<file path="src/rtl/mul_4bit_pkg.sv">
// rtl/mul_4bit_pkg.sv - shared widths and types for the 4x4 multiplier
package mul_4bit_pkg;

    localparam int A_W = 4;
    localparam int B_W = 4;
    localparam int P_W = A_W + B_W;

    typedef logic [A_W-1:0] operand_t;
    typedef logic [P_W-1:0] product_t;

endpackage

</file>
<file path="src/rtl/mul_4bit_fa.sv">
// rtl/mul_4bit_fa.sv - one-bit full adder cell for the multiplier array
module mul_4bit_fa (
    input  logic a,
    input  logic b,
    input  logic cin,
    output logic s,
    output logic cout
);

    assign s    = a ^ b ^ cin;
    assign cout = (a & b) | (a & cin) | (b & cin);

endmodule

</file>
<file path="src/rtl/mul_4bit.sv">
// rtl/mul_4bit.sv - unsigned 4x4 carry-save array multiplier with registered product
module mul_4bit
    import mul_4bit_pkg::*;
(
    input  logic           clk,
    input  logic           rst,
    input  logic           in_valid,
    input  logic [A_W-1:0] a,
    input  logic [B_W-1:0] b,
    output logic [P_W-1:0] p,
    output logic           out_valid
);

    // pp[i][j] carries weight i+j
    logic pp [0:3][0:3];

    for (genvar i = 0; i < 4; i++) begin : g_pp_row
        for (genvar j = 0; j < 4; j++) begin : g_pp_col
            assign pp[i][j] = a[j] & b[i];
        end
    end

    // Row r, cell j: sum has weight r+j, carry has weight r+j+1
    logic s_w [1:3][0:3];
    logic c_w [1:3][0:3];

    for (genvar r = 1; r < 4; r++) begin : g_csa_row
        for (genvar j = 0; j < 4; j++) begin : g_csa_col
            logic y_w;
            logic ci_w;

            if (r == 1) begin : g_first
                if (j < 3) begin : g_in
                    assign y_w = pp[0][j+1];
                end else begin : g_edge
                    assign y_w = 1'b0;
                end
                assign ci_w = 1'b0;
            end else begin : g_inner
                if (j < 3) begin : g_in
                    assign y_w = s_w[r-1][j+1];
                end else begin : g_edge
                    assign y_w = 1'b0;
                end
                assign ci_w = c_w[r-1][j];
            end

            mul_4bit_fa u_fa (
                .a    (pp[r][j]),
                .b    (y_w),
                .cin  (ci_w),
                .s    (s_w[r][j]),
                .cout (c_w[r][j])
            );
        end
    end

    // Final ripple row merges the leftover sums and carries into p[6:4]
    logic rs_w [0:2];
    logic rc_w [0:2];

    for (genvar k = 0; k < 3; k++) begin : g_ripple
        logic ci_w;
        if (k == 0) begin : g_lsb
            assign ci_w = 1'b0;
        end else begin : g_chain
            assign ci_w = rc_w[k-1];
        end

        mul_4bit_fa u_fa (
            .a    (c_w[3][k]),
            .b    (s_w[3][k+1]),
            .cin  (ci_w),
            .s    (rs_w[k]),
            .cout (rc_w[k])
        );
    end

    product_t prod_w;

    assign prod_w[0] = pp[0][0];
    assign prod_w[1] = s_w[1][0];
    assign prod_w[2] = s_w[2][0];
    assign prod_w[3] = s_w[3][0];
    assign prod_w[4] = rs_w[0];
    assign prod_w[5] = rs_w[1];
    assign prod_w[6] = rs_w[2];
    // 15*15 fits in 8 bits, so these two can never both be set and no carry leaves bit 7
    assign prod_w[7] = c_w[3][3] ^ rc_w[2];

    product_t p_q;
    product_t p_d;
    logic     out_valid_q;
    logic     out_valid_d;

    // Selecting p_q when idle keeps unknown operands from reaching the register
    always_comb begin
        p_d         = p_q;
        out_valid_d = 1'b0;
        if (in_valid) begin
            p_d         = prod_w;
            out_valid_d = 1'b1;
        end
    end

    always_ff @(posedge clk) begin
        if (rst) begin
            p_q         <= '0;
            out_valid_q <= 1'b0;
        end else begin
            p_q         <= p_d;
            out_valid_q <= out_valid_d;
        end
    end

    assign p         = p_q;
    assign out_valid = out_valid_q;

endmodule

</file>
<file path="config.mk">
export PLATFORM = sky130hd
export DESIGN_NAME = mul_4bit
export DESIGN_NICKNAME = d
export VERILOG_FILES = /design/src/rtl/mul_4bit_pkg.sv /design/src/rtl/mul_4bit_fa.sv /design/src/rtl/mul_4bit.sv
export SDC_FILE = /design/constraint.sdc
export NUM_CORES = 1
export LEC_CHECK = 0
export CAP_MARGIN = 20
export CORE_MARGIN = 2
export CORE_UTILIZATION = 30
export DETAILED_ROUTE_END_ITERATION = 8
export PLACE_DENSITY = 0.53
export SYNTH_ARGS = -nofsm -noshare
export SYNTH_HDL_FRONTEND = slang
export SYNTH_HIERARCHICAL = 1
export SYNTH_SLANG_ARGS = --single-unit
</file>
<file path="constraint.sdc">
create_clock -name clk -period 4.06 [get_ports clk]
set_input_delay 0.406 -clock clk [delete_from_list [all_inputs] [get_ports clk]]
set_output_delay 0.406 -clock clk [all_outputs]
set_load 0.02 [all_outputs]
</file>
==> Word level (Yosys, flattened, before mapping) <==
Cells that the tools add are included.
{ "word_totals": {"reg_bits": 9, "in_bits": 11} }
{ "classes": {"mux": 1, "bitwise_logic": 80} }
{ "ops": {"columns": ["cell", "count"], "rows": [
  ["$and A1 B1 Y1", 44],
  ["$xor A1 B1 Y1", 20],
  ["$or A1 B1 Y1", 16],
  ["$mux W1", 1]
]} }

==> Logic depth before layout (Yosys ltp) <==
Gate-level depths: netlist of run 1.
{ "logic_depth": {"depth_word": 15, "mapped_depth": 9, "ltp_nobuf": 9} }

==> Hierarchy <==
Netlist of run 1, hierarchy kept.
{ "by_module_without_submodules": {"columns": ["mod", "area_each_um2", "instances", "seq_area_each_um2", "cells_per_inst"], "rows": [
  ["mul_4bit", 425.4, 1, 180.2, 46],
  ["mul_4bit_fa", 20.0, 15, 0.0, 1]
]} }

==> Worst setup path after synthesis of run 1 <==
No wires, ideal clock.
{ "synth_path": {"path_kind": "input to register", "startpoint": "input b[1]", "endpoint": "register p_q[7] (netlist: p[7])", "path_buffers": 0, "setup_slack_ns": 0.471, "t_arrival_ns": 3.458, "stages": 9, "setup_time_ns": 0.131, "cell_sequence": "and2_1 -> fa_1 -> fa_1 -> fa_1 -> fa_1 -> fa_1 -> fa_1 -> xnor2_1 -> a211oi_2"} }
{ "synth_lines": {"columns": ["item", "line_no", "text"], "rows": [
  ["start, declared", "mul_4bit.sv:9", "input logic [B_W-1:0] b,"],
  ["end signal, assigned", "mul_4bit.sv:111", "p_q <= p_d;"],
  ["end, declared", "mul_4bit.sv:91", "product_t p_q;"]
]} }

==> impl_metrics.tcl, run 1 <==
set metrics [dict create \
    track_usage 0.110 \
    hold_path_end "p[0]" \
    r2r_cells 2 \
    cp.required_ns 4.18 \
    cpPeakStageDelay_ns 0.54 \
    rrSetupSlack_ns 3.40 \
    start_util 0.322 \
    slew_headroom 0.646 \
    fin_area_sq_um 1020 \
    drv_cap 0 \
    diodes 0 \
    rows 17 \
    drtAntennaViolNets 0 \
    core_sq_um 2250 \
    drt_iter0_markers 1 \
    fp.dieH_um 53.2 \
    place.gp.congestion 0.688 \
    fin_crit_ns 3.89 \
    cts_hold_repair.buffers 0 \
    cts_tree "yes" \
    cts_buffers 3 \
    clk_pin_slew_ns 0.06 \
    hpwl_um 1060 \
    p_leak_uw 0.000429 \
    fmax_mhz 257 \
    yosysTopAreaCell "fa_1" \
    drive_above_1_share 0.0968 \
    hold_depth 2 \
    drt_pass1_iterations 2 \
    path_max_fanout 4 \
    ys.flop_type "dfxtp_1" \
    grt_pass1_wl_um 2190 \
    die_x_um 53.2 \
    grt_max_degree 12 \
    hold_path.class "flop to flop" \
    path_common_cell "fa_1" \
    finalSetupTns_ns 0 \
    final-hold-violation-count 0 \
    totalWireLength_um 1220 \
    antenna_found_initial 0 \
    synth_top_cell_area_share 0.414 \
    ctsResizeCount 0 \
    crit_slowest_cell "fa_1" \
    cts_root_buf "clkbuf_4" \
    drc_errors 0 \
    clk_path_buf_depth 2 \
    h-tree-depth 1 \
    clk_latency_ns 0.26 \
    ir_worst_vdd_uv 206 \
    ios 20 \
    placedCellCount 117 \
    synth_commonest_cells "and2_1, fa_1, dfxtp_1" \
    arrival_ns 4.01 \
    synth_edf_count 0 \
    tightestPinTransition_ns 0.530 \
    worst-setup-path-type "input pin to flop" \
    async_flop_share 0 \
    vias 516 \
    cp_cell_sequence "clkdlybuf4s50_1 > and2_1 > fa_1 > fa_1 > fa_1 > fa_1 > fa_1 > fa_1 > xnor2_1 > a211oi_2" \
    r2r-start "p[7]" \
    finalSetupViolCount 0 \
    post_cts_buffers 0 \
    skew_ns 0 \
    ys_seq_area_frac 0.248 \
    cp-end-kind "flop" \
    status "completed" \
    syn_inst 61 \
    synth_area_sq_um 726 \
    ys_types 15 \
    min_from "p[0]" \
    cp-start-kind "input pin" \
    via_per_inst 4.26 \
    clock-sinks 9 \
    yosys_register_bits 9 \
    finalNonFillerCells 121 \
    finalMaxSlewViolations 0 \
    nets 120 \
    power.density_nw_per_um2 347 \
    io_buffers 19 \
    wl_per_cell_um 10.0 \
    r2r_end "p[7]" \
    fin_crit_sh 0.959 \
    first_global_vias 540 \
    syn_area_per_cell_sq_um 11.9 \
    rsz0062_at_grt "false" \
    placed_area_sq_um 992 \
    synth_area_leaders "fa_1, dfxtp_1, and2_1" \
    areaGrowthSynthToFinish_pct 40.3 \
    die-area_sq_um 2830 \
    grt_overflow 0 \
    ys_warn_count 6 \
]
==> per-stage QoR <==
step / total power, uW / utilization / hold slack (ns) / setup WS [ns]
6_report: 354 / 0.452 / 0.474 / 0.167
5_1_grt: 389 / 0.452 / 0.519 / 0.0378
4_1_cts: 363 / 0.452 / 0.478 / 0.143
3_5_place_dp: 293 / 0.440 / 0.467 / -0.128
3_3_place_gp: 290 / 0.440 / 0.457 / -0.0924
2_1_floorplan: 227 / - / 0.543 / 0.471
==> metal layers <==
metal | part of all wire | GRT usage
met3 | 0.047 | 0.0424
met4 | 0.0099 | 0.0256
met5 | 0 | 0
met1 | 0.44 | 0.132
met2 | 0.50 | 0.183
==> worst max-delay path, delay by kind of cell <==
family,cells,cell delay [ns]
xor+xnor,1,0.19
buf+inv,1,0.45
compound gates,1,0.09
fa+ha+maj,6,2.66
simple gates,1,0.20
==> report_power, final <==
group          switching [uW]  total [uW]  internal (uW)
logic                    82.6         173           90.8
clock network            30.4        68.3           37.8
registers                7.83         112            104
==> layout make-up <==
class | instances | area [sq um]
fill | 242 | 1240
multi-input combinational | 57 | 557
timing repair buffer | 23 | 220
sequential | 9 | 180
tap | 28 | 35.0
clock buffer | 4 | 26.3
==> flip-flops by register name, summed over array words and instances (netlist names) <==
| name | count |
|---|---|
| out_valid | 1 |
| p | 8 |
==> placed cells by master, fill, tap and decap left out <==
cell type,n
nor2b_1,1
nand3_1,1
a211oi_2,1
and2_1,15
clkbuf_1,1
a21oi_1,1
clkdlybuf4s50_1,19
conb_1,8
nor2_2,1
buf_4,4
dfxtp_1,9
xnor2_1,1
nor2_1,6
fa_1,15
nand2b_1,1
clkbuf_4,3
mux2i_1,6
==> how the worst max path moves through the flow <==
stage / from / endpoint / slack [ns] / cells after the start
after floorplan: b[1] / p[7] / 0.47 / 9
after global placement: b[1] / p[7] / -0.09 / 10
after detailed placement: b[1] / p[7] / -0.13 / 10
after CTS: b[1] / p[7] / 0.14 / 10
after global routing: b[1] / p[7] / 0.04 / 10
final: b[1] / p[7] / 0.17 / 10
==> logic make-up (layout without fill, tap and decap cells) <==
group,count (synthesis),count (layout),synth area share
AND/OR/NAND/NOR,25,25,0.193
flip-flops,9,9,0.248
AO/OA/AOI/OAI,2,2,0.0241
XOR/XNOR,1,1,0.0121
multiplexers,6,6,0.0828
other,1,8,0.00517
buffers and inverters,2,27,0.0207
adder cells (fa/ha/maj),15,15,0.414
(Power assumes the default switching activity.)
==> run 2, diff against run 1 <==
SKIP_LAST_GASP = 1   (was default)
==> results of run 2 <==
Same layout as run 1: the final DEF is identical, and so are final timing and power.
